$ cat src/rtl/regfile_pkg.sv
// Shared constants and state encoding for the register-file write side.
package regfile_pkg;

  localparam int unsigned DATA_WIDTH = 32;
  localparam int unsigned NUM_REGS   = 32;
  localparam int unsigned ADDR_WIDTH = 5;

  typedef enum logic {
    IDLE = 1'b0,
    HELD = 1'b1
  } state_e;

endpackage

$ cat src/rtl/write_port_decoder.sv
// Index to one-hot write-enable decoder; output bit 0 is forced low so r0 never loads.
module write_port_decoder #(
  parameter int unsigned NumOut    = 32,
  parameter int unsigned AddrWidth = 5
) (
  input  logic                 en_i,
  input  logic [AddrWidth-1:0] addr_i,
  output logic [NumOut-1:0]    onehot_o
);

  always_comb begin
    onehot_o = '0;
    if (en_i) begin
      onehot_o[addr_i] = 1'b1;
    end
    onehot_o[0] = 1'b0;
  end

endmodule

$ cat src/rtl/write_port.sv
// Register storage plus a write port merging primary writeback with a buffered aux source.
module write_port
  import regfile_pkg::*;
#(
  parameter int unsigned DataWidth = DATA_WIDTH,
  parameter int unsigned NumRegs   = NUM_REGS,
  parameter int unsigned AddrWidth = ADDR_WIDTH
) (
  input  logic                         clock,
  input  logic                         ctrl_reset_n,
  input  logic                         ctrl_writeEnable,
  input  logic [AddrWidth-1:0]         ctrl_writeReg,
  input  logic [DataWidth-1:0]         data_writeReg,
  input  logic                         aux_valid,
  output logic                         aux_ready,
  input  logic [AddrWidth-1:0]         aux_writeReg,
  input  logic [DataWidth-1:0]         aux_data,
  output logic                         aux_pending,
  output logic [NumRegs*DataWidth-1:0] reg_data_flat
);

  state_e               state_q, state_d;
  logic [AddrWidth-1:0] pend_addr_q, pend_addr_d;
  logic [DataWidth-1:0] pend_data_q, pend_data_d;
  logic [DataWidth-1:0] regs_q [NumRegs];

  logic                 wr_en;
  logic [AddrWidth-1:0] wr_addr;
  logic [DataWidth-1:0] wr_data;
  logic [NumRegs-1:0]   wr_onehot;
  logic                 aux_accept;

  // Ready depends only on state so aux_valid never loops back combinationally.
  assign aux_ready   = (state_q == IDLE);
  assign aux_pending = (state_q == HELD);
  assign aux_accept  = aux_valid && aux_ready;

  always_comb begin
    state_d     = state_q;
    pend_addr_d = pend_addr_q;
    pend_data_d = pend_data_q;
    wr_en       = 1'b0;
    wr_addr     = ctrl_writeReg;
    wr_data     = data_writeReg;
    unique case (state_q)
      IDLE: begin
        if (ctrl_writeEnable) begin
          wr_en = 1'b1;
          if (aux_accept) begin
            pend_addr_d = aux_writeReg;
            pend_data_d = aux_data;
            state_d     = HELD;
          end
        end else if (aux_accept) begin
          wr_en   = 1'b1;
          wr_addr = aux_writeReg;
          wr_data = aux_data;
        end
      end
      HELD: begin
        wr_en = 1'b1;
        if (!ctrl_writeEnable) begin
          wr_addr = pend_addr_q;
          wr_data = pend_data_q;
          state_d = IDLE;
        end
      end
      default: state_d = IDLE;
    endcase
  end

  always_ff @(posedge clock or negedge ctrl_reset_n) begin
    if (!ctrl_reset_n) begin
      state_q     <= IDLE;
      pend_addr_q <= '0;
      pend_data_q <= '0;
    end else begin
      state_q     <= state_d;
      pend_addr_q <= pend_addr_d;
      pend_data_q <= pend_data_d;
    end
  end

  write_port_decoder #(
    .NumOut    (NumRegs),
    .AddrWidth (AddrWidth)
  ) u_decoder (
    .en_i     (wr_en),
    .addr_i   (wr_addr),
    .onehot_o (wr_onehot)
  );

  for (genvar i = 0; i < NumRegs; i++) begin : g_regs
    always_ff @(posedge clock or negedge ctrl_reset_n) begin
      if (!ctrl_reset_n) begin
        regs_q[i] <= '0;
      end else if (wr_onehot[i]) begin
        regs_q[i] <= wr_data;
      end
    end
    assign reg_data_flat[DataWidth*i +: DataWidth] = regs_q[i];
  end

endmodule

$ cat config.mk
export PLATFORM = sky130hd
export DESIGN_NAME = write_port
export DESIGN_NICKNAME = d
export VERILOG_FILES = /design/src/rtl/regfile_pkg.sv /design/src/rtl/write_port_decoder.sv /design/src/rtl/write_port.sv
export SDC_FILE = /design/constraint.sdc
export NUM_CORES = 1
export LEC_CHECK = 0
export BUFFER_PORTS_ARGS = -buffer_cell sky130_fd_sc_hd__buf_2
export CAP_MARGIN = 20
export CELL_PAD_IN_SITES_DETAIL_PLACEMENT = 1
export CELL_PAD_IN_SITES_GLOBAL_PLACEMENT = 2
export CORE_AREA = 2 2 425 427
export DETAILED_ROUTE_END_ITERATION = 8
export DIE_AREA = 0 0 427 429
export PLACE_DENSITY_LB_ADDON = 0.15
export SLEW_MARGIN = 10
export SYNTH_ARGS = -nofsm -noshare
export SYNTH_HDL_FRONTEND = slang
export SYNTH_SLANG_ARGS = --single-unit
$ cat constraint.sdc
create_clock -name clock -period 2.47 [get_ports clock]
set_input_delay 0.494 -clock clock [delete_from_list [all_inputs] [get_ports clock]]
set_output_delay 0.494 -clock clock [all_outputs]
set_load 0.02 [all_outputs]
### After elaboration in Yosys (flattened, before gate mapping)

Index checks and enable logic that the tools add are counted.

| cells by class | value |
|---|---|
| order comparisons | 2 |
| multiplexer cells | 17 |
| bitwise gates (word level) | 1 |
| reductions and logical operators | 3 |

Operators by type and width:

| operator | count |
|---|---|
| $mux W32 | 4 |
| $pmux W32 S2 | 1 |
| $mux W5 | 3 |
| $pmux W5 S2 | 1 |
| $lt A5 B6 Y1 const B | 1 |
| $demux W1 S5 | 1 |
| $ge A5 B1 Y1 const B | 1 |
| $mux W1 | 5 |
| $pmux W1 S2 | 2 |
| $reduce_and A3 Y1 | 1 |
| $logic_and A1 B1 Y1 | 2 |
| $not A1 Y1 | 1 |

| word-level totals | value |
|---|---|
| bits in registers | 1030 |
| output and inout bits | 1026 |
| word-level logic and storage cells | 57 |

### Depth between registers and ports, before layout

Gate-level depths: netlist of run 1.

| depth | value |
|---|---|
| depth in word-level cells | 10 |
| mapped depth | 9 |
| depth with buffers taken out | 5 |

### Hierarchy

From an unflattened synthesis of run 1, not the netlist that was laid out.

| unflattened totals | value |
|---|---|
| cell total of the unflattened synthesis | 2616 |
| area total of the unflattened synthesis | 45244.6 um^2 |

By module, submodules not included:

| module | times used | cells an instance | area an instance (um^2) |
|---|---|---|---|
| write_port | 1 | 2568 | 45006.9 |
| write_port_decoder | 1 | 48 | 237.7 |

### Worst setup path before layout of run 1

No wires, ideal clock.

| timing path | value |
|---|---|
| path type | input to register |
| start | input ctrl_writeEnable |
| end | register regs_q (netlist bit reg_data_flat[225]) |
| library setup time | 125 ps |
| arrival time | 2391 ps |
| required time | 2345 ps |
| slack | -46 ps |
| stages | 8 |
| path through | buf_2 -> nand3b_1 -> a21oi_1 -> a221o_1 -> buf_2 -> nor4_2 -> buf_2 -> mux2_2 |

| on the way | value |
|---|---|
| word-level cells in the longest chain between the ends | 7 |

RTL lines:

| element | RTL line | source |
|---|---|---|
| from (decl) | write_port.sv:11 | `input logic ctrl_writeEnable,` |
| $mux W5 (on tied branches) | write_port.sv:62, write_port.sv:47 |  |
| $pmux W5 S2 | write_port.sv:45 | `unique case (state_q)` |
| $lt A5 B6 Y1 (not written as such) or $ge A5 B1 Y1 (tied branches) | write_port_decoder.sv:14 | `onehot_o[addr_i] = 1'b1;` |
| $logic_and A1 B1 Y1 (not written as such) | write_port_decoder.sv:14 |  |
| $mux W1 (not written as such) | write_port_decoder.sv:14 |  |
| $demux W1 S5 | n/a |  |
| $mux W32 | write_port_decoder.sv:13 | `if (en_i) begin` |
| to (signal, indexed assignment) | write_port.sv:98 | `regs_q[i] <= wr_data;` |
| to (decl) | write_port.sv:25 | `logic [DataWidth-1:0] regs_q [NumRegs];` |

Several ways; a longest one is shown, not always the timed one.
A chain may end at the register's enable or synchronous reset.

### Final worst setup path of run 1

| timing path | value |
|---|---|
| start | register state_q, in the netlist aux_pending |
| end | register regs_q (netlist bit reg_data_flat[494]) |

| on the way | value |
|---|---|
| word-level cells in the longest chain between the ends | 10 |

RTL lines:

| element | RTL line | source |
|---|---|---|
| from (decl) | write_port.sv:22 | `state_e state_q, state_d;` |
| from (signal assigned) | write_port.sv:78 | `state_q <= state_d;` |
| $not A1 Y1 | n/a |  |
| $logic_and A1 B1 Y1 | write_port.sv:36 | `assign aux_accept = aux_valid && aux_ready;` |
| $mux W5 | write_port.sv:54 | `end else if (aux_accept) begin` |
| $mux W5 | write_port.sv:47 | `if (ctrl_writeEnable) begin` |
| $pmux W5 S2 | write_port.sv:45 |  |
| $lt A5 B6 Y1 (not written as such) or $ge A5 B1 Y1 (tied branches) | write_port_decoder.sv:14 |  |
| $logic_and A1 B1 Y1 (not written as such) | write_port_decoder.sv:14 |  |
| $mux W1 (not written as such) | write_port_decoder.sv:14 |  |
| $demux W1 S5 | n/a |  |
| $mux W32 | write_port_decoder.sv:13 |  |

Several ways; a longest one is shown, not always the timed one.

==> metrics.md, run 1 <==
| Metric | Value |
|---|---|
| Outcome | complete, but fails checks |
| Failing checks | negative setup slack |
| Final setup TNS | -7340 ps |
| Commonest cells in the netlist | 1030 x dfrtp_1, 955 x mux2_2, 150 x clkbuf_1 |
| GRT Residual Overflow | 0 |
| Crit path DAT | 3180 ps |
| Static Leak | 0.0276 uW |
| Share of layout cells above drive strength 1 | 66.3% |
| CP Cell Sequence | nand3b_1, a21oi_2, buf_4, nand3_4, buf_12, nor4_4, buf_6, buf_8, buf_12, mux2_4 |
| Total number of vias | 27500 |
| Io pins | 1104 |
| Worst slew pin tran | 594 ps |
| Final Non-Filler Cells | 6322 |
| Endpoint class of the critical path | flip-flop |
| Net Sw Frac | 40.5% |
| Most used cell, CP | buf_12 |
| PortBufs | 1071 |
| Main synth FF type | dfrtp_1 |
| Antenna Violating Nets Remaining | 0 |
| Cell variety after synth | 38 |
| Crit-path slowest cell | dfrtp_4 |
| Leading area contributor after synthesis | dfrtp_1 |
| Routability congestion estimate | 0.753 |
| Fraction of registers with async set/reset | 100% |
| Clock power frac | 23.2% |
| M2 GR Usage | 35.5% |
| Seq/Total Area, Yosys | 64.6% |
| Floorplan row count | 155 |
| Overall routing resource usage | 20.1% |
| Final Max Slew Viols | 0 |
| Post-Syn Instances | 2516 |
| Initial core utilization | 22.4% |
| Die area | 0.183 mm2 |
| CTS tree | yes |
| Rel. slew slack | 60.4% |
| Final Hold Viols | 0 |
| Number of CTS-inserted buffers | 131 |
| Crit-path max FO | 7 |
| # setup viols final | 266 |
| Area share of the largest cell type after synthesis | 64.6% |
| Placement Setup Slack | -558 ps |
| Syn avg cell area | 15.9 um2 |
| Number of global-route vias before repair | 28600 |
| NetSw | 33300 uW |
| CP Buf/Inv Count | 5 |
| CP required | 3120 ps |
| Peak Freq | 0.395 GHz |
| Post-Syn Area | 0.0399 mm2 |
| Antenna violations before repair | 54 |
| Max VDD drop | 0.000645 V |
| Htree depth | 4 |
| Most frequent cell after synthesis | dfrtp_1 |
| Worst min path class | input pin to flip-flop |
| WL/cell | 30.7 um |
| Int Power | 49000 uW |
| Layout overhead on the synthesized area | 44.2% |
| First-pass GRT wire length | 254000 um |
| Die height | 429 um |
| Synthesized flop and latch total | 1030 |
| Worst Slack Setup Final | -62.4 ps |
| Die W | 427 um |
| Largest stage delay, worst path | 550 ps |
| Met3 Use GR | 5.16% |
| DP HPWL | 133000 um |
| Max_cap viols | 0 |
| Pre-antenna DRT Iters | 4 |
| Total wire length | 194000 um |
| Clk_lat worst skew | 780 ps |
| Tcrit/Tclk final | 103% |
| Core Box Area | 0.178 mm2 |
| Gr busiest metal | met2 |
| Kind of critical path | flip-flop to flip-flop |
| Worst Clk Skew | 23.1 ps |
| Setup crit start kind | flip-flop |
| Number of flops mapped to enable cells by yosys | 0 |
| Top delay family on crit path | buffers and inverters |
| Drt drc | 0 |
| Synth area leaders | dfrtp_1 65%, mux2_2 27%, mux2_1 2.1% |
| Root Driver | clkbuf_16 |
| DR vias/cell | 4.35 |
| Iter 0 DRT Violations | 1327 |
| Synth warn | 0 |
| Final nets | 3919 |
| Tmin final | 2530 ps |
| Largest net degree at the start of global routing | 88 |
| Dpl cells | 5942 |
| M1 GR Usage | 22.8% |
| Register clock-pin slew on the reported worst setup and hold paths | 70 ps |
| RSZ-0062 raised after global routing | true |
| Combinational share of power | 41.6% |
| Max Root-Sink Buffers | 3 |
| Hold_ws | 229 ps |
| Power per Cell Area | 1430 mW/mm2 |
| CTS sink count | 1030 |
| Reg power frac | 35.2% |
[power by group through the flow]
| stage | Sequential, uW | Clock, uW | Combinational [uW] |
|---|---|---|---|
| 2_1_floorplan | 38900 | 0 | 7760 |
| 3_3_place_gp | 28900 | 0 | 33400 |
| 3_5_place_dp | 29200 | 0 | 33600 |
| 4_1_cts | 29000 | 19800 | 34100 |
| 5_1_grt | 30100 | 20400 | 35700 |
| 6_report | 29000 | 19100 | 34200 |
[path summary, 6_finish.rpt]
kind                               startpoint                 end  slack (ps)  depth (start not counted)
setup / recovery                  aux_pending  reg_data_flat[494]         -60                         10
hold / removal              data_writeReg[21]  reg_data_flat[597]         230                          4
setup reg to reg                  aux_pending  reg_data_flat[494]         -60                         10
hold reg to reg            reg_data_flat[829]  reg_data_flat[829]         480                          1
max in group asynchronous        ctrl_reset_n  reg_data_flat[717]        1160                          3
min in group asynchronous        ctrl_reset_n  reg_data_flat[266]         270                          2
[stage by stage]
| stage | power [uW] | instance area [um2] | utilization [%] |
|---|---|---|---|
| 2_1_floorplan | 46600 | 40100 | - |
| 3_3_place_gp | 62300 | 50700 | 28.5 |
| 3_5_place_dp | 62800 | 50700 | 28.5 |
| 4_1_cts | 82800 | 56200 | 31.5 |
| 5_1_grt | 86100 | 57500 | 32.3 |
| 6_report | 82300 | 57600 | 32.3 |
[logic make-up (layout without fill, tap and decap cells)]
logic type	count (synthesis)	count (layout)	synth area share, %
mux	1029	1029	29.0
compound gates	113	113	1.80
buf+inv	257	1647	2.96
simple gates	86	86	1.60
other cells	1	62	0.00940
flops	1030	1030	64.6
[worst register-to-register path: cells and delay by family (launching register included)]
kind	cells	cell delay (ps)
buf+inv	5	780
simple gates	3	570
flops	1	550
mux	1	340
compound gates	1	170
[layout make-up]
cell class	count	area [um2]
clock inverters	27	263
clock buffers	202	3950
repair buffers	1415	10400
inverters	3	11.3
diodes	30	75.1
well taps	2355	2950
flip-flops and latches	1030	25800
multi-input cells	1260	14200
fillers	18900	120000
[per-layer routing]
layer / vias to the layer above / wire length, um
met5: - / 0
met4: 0 / 7710
met3: 302 / 10800
met2: 827 / 99400
met1: 14800 / 76300
li1: 11500 / -
[state kept, by name, summed over array words and instances, names as in the netlist]
register       count
aux_pending        1
pend_addr_q        5
pend_data_q       32
reg_data_flat    992
[layout by cell type, fill, tap and decap left out, types with 32 or more instances in the layout]
| cell | count |
|---|---|
| mux2_2 | 822 |
| dfrtp_1 | 1029 |
| dlygate4sd3_1 | 38 |
| buf_2 | 1070 |
| o21ai_4 | 32 |
| buf_12 | 124 |
| mux2_4 | 151 |
| buf_4 | 111 |
| clkbuf_1 | 36 |
| a22oi_1 | 32 |
| clkbuf_16 | 158 |
| conb_1 | 32 |
| a21oi_1 | 34 |
| mux2_1 | 56 |
| nor2b_1 | 34 |
[timing repair]
action | 4_1_cts | 5_1_grt
hold buffers | 38 | 0
endpoints found under the setup margin | 815 | 805
cloned | 12 | 24
pin swaps | 14 | 18
setup buffers | 33 | 23
gates resized for setup | 88 | 190
endpoints found under the hold margin | 47 | 0
Power figures use the tool's default switching activity.
==> inputs of run 2 (changes only) <==
ABC_AREA = 1   (was unset)
CORE_AREA = 2 2 426 428   (was 2 2 425 427)
DIE_AREA = 0 0 428 430   (was 0 0 427 429)
==> run 2 against run 1 <==
  * The flow now finishes without violations
  * Register-to-register slack better by 240 ps
  * Flip-flop and latch count did not move
  * Wire length rose by 21%
  * Hold slack worse by 160 ps
  * Final area fell by 2.0%
  * Non-clock buffer count decreased by 51
  * Largest power group unchanged
==> metrics.md, run 2 <==
| Metric | Value |
|---|---|
| Outcome | finished clean |
| Kind of critical path | flip-flop to flip-flop |
| Post-Syn Instances | 4772 (+90%) |
| Sequential cell area | 0.0258 mm2 (about the same) |
| Final setup TNS | 0 ps (+7340 ps) |
| Total power | 76100 uW (-7.6%) |
| Commonest non-fill, non-tap cell in the layout | nand2_1 |
| CTS sink count | 1030 (unchanged) |
| Crit path DAT | 3020 ps (-160 ps) |
| Worst slew pin tran | 909 ps (+315 ps) |
| Cell variety after synth | 26 (-32%) |
| Register clock-pin slew on the reported worst setup and hold paths | 60 ps (about the same) |
| WL/cell | 28.3 um (-7.9%) |
| Setup crit start kind | flip-flop |
| # setup viols final | 0 (-100%) |
| CP Cell Sequence | inv_4, nand3_4, buf_12, o211ai_1, buf_4, nand3_1, nand2_1 |
| Seq/Total Area, Yosys | 61.5% (-3.1 points) |
| DR vias/cell | 4.65 (+7.0%) |
| Static Leak | 0.0314 uW (+14%) |
| Worst Hold Depth | 3 (-1) |
| Main synth FF type | dfrtp_1 |
| Overall routing resource usage | 25.0% (+5.0 points) |
| DP HPWL | 163000 um (+22%) |
| Endpoint class of the critical path | flip-flop |
| Fillers | 21100 (+12%) |
| Max VDD drop | 0.000605 V (-6.2%) |
| Util after Layout | 31.4% (-0.97 points) |
| RSZ-0062 raised after global routing | false |
| Post-Syn Area | 0.0419 mm2 (+5.1%) |
| FF-to-FF path depth | 7 (-3) |
| Number of flops mapped to enable cells by yosys | 0 (unchanged) |
| GRT Residual Overflow | 0 (unchanged) |
| Multi-input gate area | 0.0139 mm2 (-1.5%) |
| R2R Path Start | aux_pending |
| CTS tree | yes |
| Pre-antenna DRT Iters | 5 (+1) |
| Final Hold Viols | 0 (unchanged) |
| Die height | 430 um (+0.23%) |
| Hold path startpoint | aux_data[29] |
| Total number of vias | 38700 (+41%) |
| Largest register FFs | 992 (unchanged) |
| Layout overhead on the synthesized area | 34.4% |
| Floorplan row count | 156 (+0.65%) |
| CP required | 3190 ps (+70 ps) |
| Synth area leaders | dfrtp_1 61%, nand2_1 19%, nand3_1 12% |
| Routability congestion estimate | 0.795 (+5.6%) |
| Leading area contributor after synthesis | dfrtp_1 |
| Core Box Area | 0.180 mm2 (+0.97%) |
| Power per Cell Area | 1350 mW/mm2 (-5.6%) |
| Crit-path slowest cell | o211ai_1 |
| Number of global-route vias before repair | 39400 (+38%) |
| Largest net degree at the start of global routing | 92 (+4.5%) |
| Syn avg cell area | 8.79 um2 (-45%) |
| Synth warn | 0 (unchanged) |
| Most frequent cell after synthesis | nand2_1 |
| Worst Clk Skew | 24.1 ps (+1.00 ps) |
| Worst min path class | input pin to flip-flop |
| Antenna Violating Nets Remaining | 0 (unchanged) |
| Largest stage delay, worst path | 520 ps (-30 ps) |
| Peak Freq | 0.436 GHz (+10%) |
| Hold_ws | 73.3 ps (-156 ps) |
| Max Root-Sink Buffers | 3 (unchanged) |
| Tmin final | 2300 ps (-237 ps) |
| Max_cap viols | 0 (unchanged) |
| Antenna violations before repair | 37 (-31%) |
| Share of layout cells above drive strength 1 | 26.4% (-40 points) |
| Drt drc | 0 (unchanged) |
| Htree depth | 3 (-1) |
| Area share of the largest cell type after synthesis | 61.5% (-3.1 points) |
| Tcrit/Tclk final | 92.9% (-9.6 points) |
| Final nets | 5909 (+51%) |
| Rel. slew slack | 39.2% (-21 points) |
| Initial core utilization | 23.3% (+0.92 points) |
| Root Driver | clkbuf_16 |
| Fraction of registers with async set/reset | 100% (unchanged) |
| Number of CTS-inserted buffers | 121 (-7.6%) |
| Iter 0 DRT Violations | 2681 (+100%) |
| Commonest cells in the netlist | 2131 x nand2_1, 1030 x dfrtp_1, 1004 x nand3_1 |
| Synthesized flop and latch total | 1030 (unchanged) |
| Crit-path max FO | 29 (+22) |
| Final Max Slew Viols | 0 (unchanged) |
| Clk_lat worst skew | 790 ps (about the same) |
| Worst Hold End | pend_data_q[29] |
| Die W | 428 um (+0.23%) |
| Total wire length | 235000 um (+21%) |
| Commonest non-fill, non-tap cells in the layout | 2130 x nand2_1, 1070 x buf_2, 1029 x dfrtp_1 |
| Io pins | 1104 (unchanged) |
| FF-to-FF End | reg_data_flat[86] |
| Die area | 0.184 mm2 (+0.47%) |
| First-pass GRT wire length | 328000 um (+29%) |
| FF-to-FF setup slack | 170 ps (+240 ps) |
| PortBufs | 1071 (unchanged) |
-- run 2: layout make-up --
type | count | share of cell area [%]
well taps | 2370 | 5.26
diodes | 11 | 0.0488
repair buffers | 1364 | 16.7
multi-input cells | 3271 | 24.7
clock buffers | 196 | 6.58
inverters | 43 | 0.295
clock inverters | 31 | 0.632
flip-flops and latches | 1030 | 45.7
-- run 2: worst max path at each step --
| stage | startpoint | to | depth (start not counted) |
|---|---|---|---|
| floorplan | ctrl_writeEnable | reg_data_flat[192] | 12 |
| global placement | ctrl_writeEnable | reg_data_flat[78] | 8 |
| finish | aux_pending | reg_data_flat[86] | 7 |
| detailed placement | ctrl_writeEnable | reg_data_flat[654] | 11 |
| global route | aux_pending | reg_data_flat[505] | 12 |
| CTS | aux_pending | reg_data_flat[679] | 10 |
-- run 2: power breakdown --
group / switching (uW) / internal (uW)
Clock: 7780 / 10800
Combinational: 20600 / 8190
Sequential: 4980 / 23700
-- run 2: worst max-delay path, delay by kind of cell (launching register included) --
family                 cells  cell delay (ps)
buffers and inverters      3              810
and+or+nand+nor            3              400
AOI/OAI and AO/OA          1              520
DFF                        1              460
-- run 2: cell families after synthesis --
kind of cell / count (synthesis) / synth area share, %
simple gates: 3164 / 31.6
other cells: 1 / 0.00894
flops: 1030 / 61.5
mux: 3 / 0.0805
buf+inv: 502 / 5.79
compound gates: 72 / 1.10
-- run 2: per-stage QoR --
stage | instance area (um2) | instances | worst slack (ps)
global placement | 52000 | 8048 | -54.2
finish | 56400 | 8316 | 174
CTS | 56300 | 8303 | 47.8
floorplan | 42100 | 4803 | 453
global route | 56400 | 8314 | 10.4
detailed placement | 52000 | 8048 | -35.4
-- run 2: metal layers --
layer  wire length [um]  GRT usage [%]  vias to the layer above  share of wire [%]
met2             116000           42.4                     1076                 49
li1                   -              -                    17300                  -
met1              97100           31.0                    20000                 41
met5                 13              0                        -             0.0055
met4               9850           10.0                        2                4.2
met3              12500           5.21                      312                5.3
-- run 2: timing repair --
action / CTS / global route
resized for setup: 1 / 7
hold endpoints to repair: 39 / 0
hold buffers: 28 / 0
setup buffers: 0 / 2
endpoints found under the setup margin: 7 / 327
pin swaps: 0 / 1
